<file path="src/rtl/sd_spi_responder.sv">
// SD-card SPI-mode responder: answers CMD0/8/17/41/55 and streams 512-byte blocks from a fetch port.
// Optional CRC7 command check is built when SD_RESP_CRC_CHECK_EN is defined.
module sd_spi_responder #(
    parameter int NCR        = 1,
    parameter int NAC        = 2,
    parameter int INIT_POLLS = 2
) (
    input  logic        clock,
    input  logic        reset,
    input  logic        sclk,
    input  logic        mosi,
    input  logic        ss,
    output logic        miso,
    output logic [31:0] mem_addr,
    output logic        mem_rd,
    input  logic [7:0]  mem_data,
    output logic        card_ready,
    output logic        cmd_strobe,
    output logic [5:0]  cmd_index,
    output logic [2:0]  debug_state
);
    typedef enum logic [2:0] {
        S_RX_CMD, S_NCR, S_R1, S_R7_TAIL, S_NAC, S_TOKEN, S_DATA, S_DCRC
    } state_t;

    // state names the next byte slot to be loaded at a byte boundary.
    state_t      state, state_next;
    logic [9:0]  cnt, cnt_next;
    logic [2:0]  sclk_q;
    logic [1:0]  mosi_q, ss_q;
    logic        active, sclk_rise, sclk_fall, byte_done, cmd_done, boundary;
    logic [2:0]  bit_cnt, cmd_cnt;
    logic [6:0]  rx_sr, tx_sr;
    logic [7:0]  rx_byte, tx_load, r1_q, data_buf;
    logic [37:0] cmd_sr;
    logic [5:0]  cmd_idx;
    logic [31:0] arg_q;
    logic        send_r7, send_data, rd_pend, fetch;
    logic        idle, app_cmd;
    logic [15:0] poll_cnt;
    logic [7:0]  r1_d;
    logic        r7_d, data_d, idle_d, app_d, ready_d, crc_ok;
    logic [15:0] poll_d;

    assign active      = ~ss_q[1];
    assign sclk_rise   = sclk_q[1] & ~sclk_q[2];
    assign sclk_fall   = ~sclk_q[1] & sclk_q[2];
    assign rx_byte     = {rx_sr, mosi_q[1]};
    assign byte_done   = active & sclk_rise & (bit_cnt == 3'd7);
    assign cmd_done    = byte_done & (state == S_RX_CMD) & (cmd_cnt == 3'd5);
    assign boundary    = active & sclk_fall & (bit_cnt == 3'd0);
    assign cmd_idx     = cmd_sr[37:32];
    assign debug_state = state;

`ifdef SD_RESP_CRC_CHECK_EN
    function automatic logic [6:0] crc7(input logic [39:0] d);
        logic [6:0] c;
        c = '0;
        for (int i = 39; i >= 0; i--) begin
            if (d[i] ^ c[6]) c = {c[5:0], 1'b0} ^ 7'h09;
            else             c = {c[5:0], 1'b0};
        end
        return c;
    endfunction
    // Index byte bits [7:6] are always 01 once a command has started.
    assign crc_ok = ({crc7({2'b01, cmd_sr}), 1'b1} == rx_byte);
`else
    assign crc_ok = 1'b1;
`endif

    // Command decode, applied only on the 6th byte of a command.
    always_comb begin
        r1_d    = {5'b0, 1'b1, 1'b0, idle};
        r7_d    = 1'b0;
        data_d  = 1'b0;
        idle_d  = idle;
        app_d   = 1'b0;
        poll_d  = poll_cnt;
        ready_d = card_ready;
        if (!crc_ok) begin
            r1_d  = {4'b0, 1'b1, 2'b0, idle};
            app_d = app_cmd;
        end else begin
            case (cmd_idx)
                6'd0: begin
                    r1_d = 8'h01; idle_d = 1'b1; poll_d = '0; ready_d = 1'b0;
                end
                6'd8:  begin r1_d = {7'b0, idle}; r7_d = 1'b1; end
                6'd55: begin r1_d = {7'b0, idle}; app_d = 1'b1; end
                6'd41: begin
                    if (app_cmd) begin
                        if (poll_cnt < 16'(INIT_POLLS)) begin
                            r1_d = 8'h01; poll_d = poll_cnt + 16'd1;
                        end else begin
                            r1_d = 8'h00; idle_d = 1'b0; ready_d = 1'b1;
                        end
                    end
                end
                6'd17: begin
                    if (idle) r1_d = 8'h05;
                    else begin r1_d = 8'h00; data_d = 1'b1; end
                end
                default: ;
            endcase
        end
    end

    // Next byte slot and the byte loaded into the transmit shifter at a boundary.
    always_comb begin
        state_next = state;
        cnt_next   = cnt;
        tx_load    = 8'hFF;
        fetch      = 1'b0;
        if (!active) begin
            state_next = S_RX_CMD;
            cnt_next   = '0;
        end else if (cmd_done) begin
            state_next = (NCR == 0) ? S_R1 : S_NCR;
            cnt_next   = '0;
        end else if (boundary) begin
            case (state)
                S_NCR: begin
                    if (cnt == 10'(NCR - 1)) begin state_next = S_R1; cnt_next = '0; end
                    else cnt_next = cnt + 10'd1;
                end
                S_R1: begin
                    tx_load  = r1_q;
                    cnt_next = '0;
                    if (send_r7)        state_next = S_R7_TAIL;
                    else if (send_data) state_next = (NAC == 0) ? S_TOKEN : S_NAC;
                    else                state_next = S_RX_CMD;
                end
                S_R7_TAIL: begin
                    case (cnt[1:0])
                        2'd2:    tx_load = {4'b0, arg_q[11:8]};
                        2'd3:    tx_load = arg_q[7:0];
                        default: tx_load = 8'h00;
                    endcase
                    if (cnt == 10'd3) begin state_next = S_RX_CMD; cnt_next = '0; end
                    else cnt_next = cnt + 10'd1;
                end
                S_NAC: begin
                    if (cnt == 10'(NAC - 1)) begin state_next = S_TOKEN; cnt_next = '0; end
                    else cnt_next = cnt + 10'd1;
                end
                S_TOKEN: begin
                    tx_load    = 8'hFE;
                    state_next = S_DATA;
                    cnt_next   = '0;
                    fetch      = 1'b1;
                end
                S_DATA: begin
                    tx_load = data_buf;
                    if (cnt == 10'd511) begin state_next = S_DCRC; cnt_next = '0; end
                    else begin cnt_next = cnt + 10'd1; fetch = 1'b1; end
                end
                S_DCRC: begin
                    if (cnt == 10'd1) begin state_next = S_RX_CMD; cnt_next = '0; end
                    else cnt_next = cnt + 10'd1;
                end
                default: ;
            endcase
        end
    end

    always_ff @(posedge clock) begin
        if (reset) begin
            state <= S_RX_CMD;
            cnt   <= '0;
        end else begin
            state <= state_next;
            cnt   <= cnt_next;
        end
    end

    // Fetch port: mem_rd is a one-cycle request for mem_addr; mem_data is taken
    // on the following cycle. Each byte is prefetched one byte slot ahead.
    always_ff @(posedge clock) begin
        if (reset) begin
            sclk_q <= '0; mosi_q <= '0; ss_q <= 2'b11;
            bit_cnt <= '0; cmd_cnt <= '0; rx_sr <= '0; cmd_sr <= '0;
            tx_sr <= '1; miso <= 1'b1; mem_rd <= 1'b0; rd_pend <= 1'b0;
            mem_addr <= '0; data_buf <= '0; arg_q <= '0; r1_q <= 8'hFF;
            send_r7 <= 1'b0; send_data <= 1'b0; cmd_strobe <= 1'b0; cmd_index <= '0;
            card_ready <= 1'b0; idle <= 1'b1; app_cmd <= 1'b0; poll_cnt <= '0;
        end else begin
            sclk_q     <= {sclk_q[1:0], sclk};
            mosi_q     <= {mosi_q[0], mosi};
            ss_q       <= {ss_q[0], ss};
            cmd_strobe <= 1'b0;
            mem_rd     <= fetch;
            rd_pend    <= mem_rd;
            if (fetch)   mem_addr <= arg_q + 32'(cnt_next);
            if (rd_pend) data_buf <= mem_data;
            if (!active) begin
                bit_cnt <= '0;
                cmd_cnt <= '0;
                miso    <= 1'b1;
                tx_sr   <= '1;
                mem_rd  <= 1'b0;
                rd_pend <= 1'b0;
            end else begin
                if (sclk_rise) begin
                    bit_cnt <= bit_cnt + 3'd1;
                    rx_sr   <= rx_byte[6:0];
                end
                if (byte_done && state == S_RX_CMD && (cmd_cnt != 3'd0 || rx_byte[7:6] == 2'b01)) begin
                    if (cmd_cnt == 3'd5) begin
                        cmd_cnt    <= '0;
                        cmd_strobe <= 1'b1;
                        cmd_index  <= cmd_idx;
                        arg_q      <= cmd_sr[31:0];
                        r1_q       <= r1_d;
                        send_r7    <= r7_d;
                        send_data  <= data_d;
                        idle       <= idle_d;
                        app_cmd    <= app_d;
                        poll_cnt   <= poll_d;
                        card_ready <= ready_d;
                    end else begin
                        cmd_cnt <= cmd_cnt + 3'd1;
                        cmd_sr  <= {cmd_sr[29:0], rx_byte};
                    end
                end
                if (boundary) begin
                    miso  <= tx_load[7];
                    tx_sr <= tx_load[6:0];
                end else if (sclk_fall) begin
                    miso  <= tx_sr[6];
                    tx_sr <= {tx_sr[5:0], 1'b1};
                end
            end
        end
    end
endmodule

</file>
<file path="config.mk">
export PLATFORM = sky130hd
export DESIGN_NAME = sd_spi_responder
export DESIGN_NICKNAME = d
export VERILOG_FILES = /design/src/rtl/sd_spi_responder.sv
export SDC_FILE = /design/constraint.sdc
export NUM_CORES = 1
export LEC_CHECK = 0
export BUFFER_PORTS_ARGS = -buffer_cell sky130_fd_sc_hd__buf_2
export CAP_MARGIN = 10
export CORE_UTILIZATION = 43
export DETAILED_ROUTE_END_ITERATION = 8
export GPL_TIMING_DRIVEN = 0
export MAX_ROUTING_LAYER = met4
export PLACE_DENSITY = 0.6
export SETUP_SLACK_MARGIN = 0.05
export SKIP_CTS_REPAIR_TIMING = 1
export SLEW_MARGIN = 10
export SYNTH_ARGS = -nofsm -noshare
export SYNTH_HDL_FRONTEND = slang
export SYNTH_SLANG_ARGS = --single-unit
</file>
<file path="constraint.sdc">
create_clock -name clock -period 8.95 [get_ports clock]
set_clock_uncertainty 0.05 [all_clocks]
set_input_delay 0 -clock clock [delete_from_list [all_inputs] [get_ports clock]]
set_output_delay 0 -clock clock [all_outputs]
set_load 0.01 [all_outputs]
</file>
==> impl_metrics.json <==
{
  "syn_inst": 983,
  "initial_core_util_pct": 43.8,
  "vdd_ir_drop_max_uv": 159,
  "tightestPinTransition_ns": 0.680,
  "cts.reportedPaths.clkPinSlew_ns": 0.07,
  "ys_top_cells_by_area": "dfxtp_1 (45%), nand2_1 (8.9%), a21oi_1 (7.0%)",
  "nets": 1102,
  "final_max_slew_viol_count": 0,
  "fin_crit_ns": 4.12,
  "die-area_um2": 19600,
  "worstSetupStartpoint": "bit_cnt[0]$_SDFFE_PP0P_",
  "grtUsageTotal_pct": 23.1,
  "synth_top_area_cell": "dfxtp_1",
  "wl_per_cell_um": 16.2,
  "syn_area_um2": 8200,
  "area_growth_pct": 15.5,
  "clockRootBuffer": "clkbuf_16",
  "rr_endpoint": "mem_addr[20]$_SDFFE_PP0P_",
  "grt_max_degree": 19,
  "dr.pass1.iters": 7,
  "async_flop_share_pct": 0,
  "path_max_fanout": 10,
  "seqCellArea_um2": 3680,
  "gr-total-overflow": 0,
  "final_cell_mix": "nand2_1 (195), dfxtp_1 (184), a21oi_1 (114)",
  "synth_edf_count": 0,
  "synthFlopType": "dfxtp_1",
  "h-tree-depth": 4,
  "cp_num_buf_inv": 2,
  "path_common_cell": "nand2_1",
  "syn-num-nets": 1016,
  "io_buffers": 56,
  "vias_per_cell": 5.39,
  "power_density_nw_per_um2": 170,
  "crit_type": "flop to flop",
  "cp.required_ns": 9.26,
  "antenna_found_initial": 0,
  "status": "finished, final reports clean",
  "cts_buffers": 17,
  "rrSetupSlack_ns": 4.83,
  "hpwl_mm": 15.7,
  "dieWidth_um": 140,
  "grt_pass1_vias": 6532,
  "fin_util_pct": 50.6,
  "cpMaxStageDelayCell": "nor2_1",
  "p_total_mw": 1.61,
  "clkLatencyLatePin_ns": 0.44,
  "wl_mm": 21.3,
  "cp_top_family": "simple AND/OR/NAND/NOR gates",
  "ys_warn_count": 0,
  "fin_setup_tns_ns": 0,
  "vias": 7090,
  "hp-class": "input pin to flop",
  "num_io_pins": 58,
  "multiInputGateArea_um2": 4190,
  "fillers": 1848,
  "max_stage_delay_ns": 0.49,
  "p_leak_nw": 3.34,
  "drt_drc_violations_left": 0,
  "postRouteAntennaNets": 0,
  "grt_pass1_wl_mm": 34.4,
  "crit_cells": 16,
  "rows": 50,
  "cts.sinks": 184,
  "netlist-cell-type-count": 70,
  "syn_area_per_cell_um2": 8.34,
  "drive_gt1_share_pct": 13.2,
  "cp-start-kind": "flop",
  "ys_ff_latch": 184,
  "hold_viol": 0,
  "clockBufferDepth": 2,
  "place.gp.congestion": 0.954,
  "setup_viol": 0,
  "layout_commonest_cell": "nand2_1",
  "grt_setup_unrepaired": "false",
  "path_cells": "inv_1, ha_1, nor3b_2, nand2_1, nor2_1, nand2_1, o22ai_1, nand2_1, fa_1, and2b_1, o2111ai_1, and3b_1, buf_6, nor4b_2, xnor2_1, a211oi_2",
  "endpoint_kind": "flop",
  "max_freq_mhz": 243,
  "core_area_um2": 18700,
  "yosys.area.top_type_share_pct": 44.9,
  "crit_end": "mem_addr[20]$_SDFFE_PP0P_",
  "relSlewSlack_pct": 54.7,
  "die_h_um": 140,
  "r2r_cells": 16,
  "cap_viol_max_count": 0,
  "yosysSeqAreaShare_pct": 44.9,
  "n_antenna_cell": 0,
  "post-route-period-util_pct": 46.1,
  "reg2reg_from": "bit_cnt[0]$_SDFFE_PP0P_",
  "drt_iter0_drc": 493,
  "cts_tree": "built",
  "arrival_ns": 4.43
}
[layout make-up]
| cell class | count | area share (%) |
|---|---|---|
| Multi-Input combinational cell | 728 | 44.2 |
| Sequential cell | 184 | 38.9 |
| Clock buffer | 17 | 4.49 |
| Timing Repair Buffer | 67 | 4.12 |
| Buffer | 61 | 3.09 |
| Tap cell | 234 | 3.09 |
| Clock inverter | 14 | 1.68 |
| Inverter | 10 | 0.397 |
[worst min-delay path by stage]
stage / cells after the start / slack, ns / endpoint / from
2_1_floorplan: 1 / 0.05 / ss_q[0]$_SDFF_PP1_ / ss
3_3_place_gp: 2 / 0.14 / ss_q[0]$_SDFF_PP1_ / ss
3_5_place_dp: 2 / 0.14 / ss_q[0]$_SDFF_PP1_ / ss
4_1_cts: 2 / -0.32 / ss_q[0]$_SDFF_PP1_ / ss
5_1_grt: 3 / 0.22 / rd_pend$_SDFF_PP0_ / reset
6_report: 3 / 0.16 / rd_pend$_SDFF_PP0_ / reset
[report_power, final]
part	total [mW]	switching [mW]	internal, mW
sequential	0.821	0.00107	0.819
combinational	0.0309	0.0209	0.0100
clock	0.754	0.358	0.397
total	1.61	0.380	1.23
[Yosys cell counts, types with 5 or more instances]
master,count
nand2_1,195
dfxtp_1,184
a21oi_1,114
nor2_1,89
clkbuf_1,31
o21ai_0,30
buf_2,21
xnor2_1,21
mux2i_1,20
ha_1,19
nor3_1,19
a211oi_1,18
nand3_1,17
nor2b_1,17
and2_1,14
nand4_1,12
inv_1,10
nand3b_1,9
nand2b_1,8
nor4_1,8
xor2_1,8
a22oi_1,7
and3_1,7
a211o_1,6
a21o_1,6
a221oi_1,5
a311oi_1,5
o21a_1,5
o21ai_1,5
[flip-flops by register name, summed over array words and instances (netlist names), 2 cells and up]
signal,count
sclk_q,3
bit_cnt,3
cnt,10
poll_cnt,16
ss_q,2
mem_addr,32
data_buf,8
rx_sr,7
cmd_sr,38
arg_q,32
tx_sr,7
debug_state,3
mosi_q,2
cmd_index,6
r1_q,3
cmd_cnt,3
[cells by family (layout without fill, tap and decap cells)]
| family | count (synthesis) | count (layout) | synth area share [%] |
|---|---|---|---|
| buffers and inverters | 71 | 169 | 4.03 |
| multiplexers | 20 | 20 | 2.44 |
| XOR/XNOR | 29 | 29 | 3.10 |
| AND/OR/NAND/NOR | 435 | 435 | 25.6 |
| adder cells (fa/ha/maj) | 20 | 20 | 3.14 |
| AO/OA/AOI/OAI | 224 | 224 | 16.8 |
| flip-flops | 184 | 184 | 44.9 |
[layer usage]
metal	track usage (%)	wire length, um	up-vias	share of wire, %
met5	-	0	-	0
met1	31.1	10600	3291	50
met4	9.25	546	0	2.6
met2	34.0	9100	184	43
li1	-	-	3576	-
met3	4.27	1000	39	4.7
[stage by stage]
step           setup slack [ns]  cell area, um2  hold slack [ns]  instances
2_1_floorplan              5.48            8200           0.0538        983
3_3_place_gp               4.89            8770            0.136       1273
3_5_place_dp               4.89            8770            0.138       1273
4_1_cts                    4.84            9360           -0.323       1304
6_report                   4.83            9470            0.158       1315
5_1_grt                    4.32            9470            0.217       1315
[worst register-to-register path: stages (launching register included)]
cell,delay [ns]
dfxtp_1,0.33
inv_1,0.06
ha_1,0.13
nor3b_2,0.32
nand2_1,0.22
nor2_1,0.49
nand2_1,0.11
o22ai_1,0.24
nand2_1,0.14
fa_1,0.43
and2b_1,0.24
o2111ai_1,0.18
and3b_1,0.31
buf_6,0.17
nor4b_2,0.30
xnor2_1,0.12
a211oi_2,0.21
Note: power is estimated with default switching activity, not from simulation.
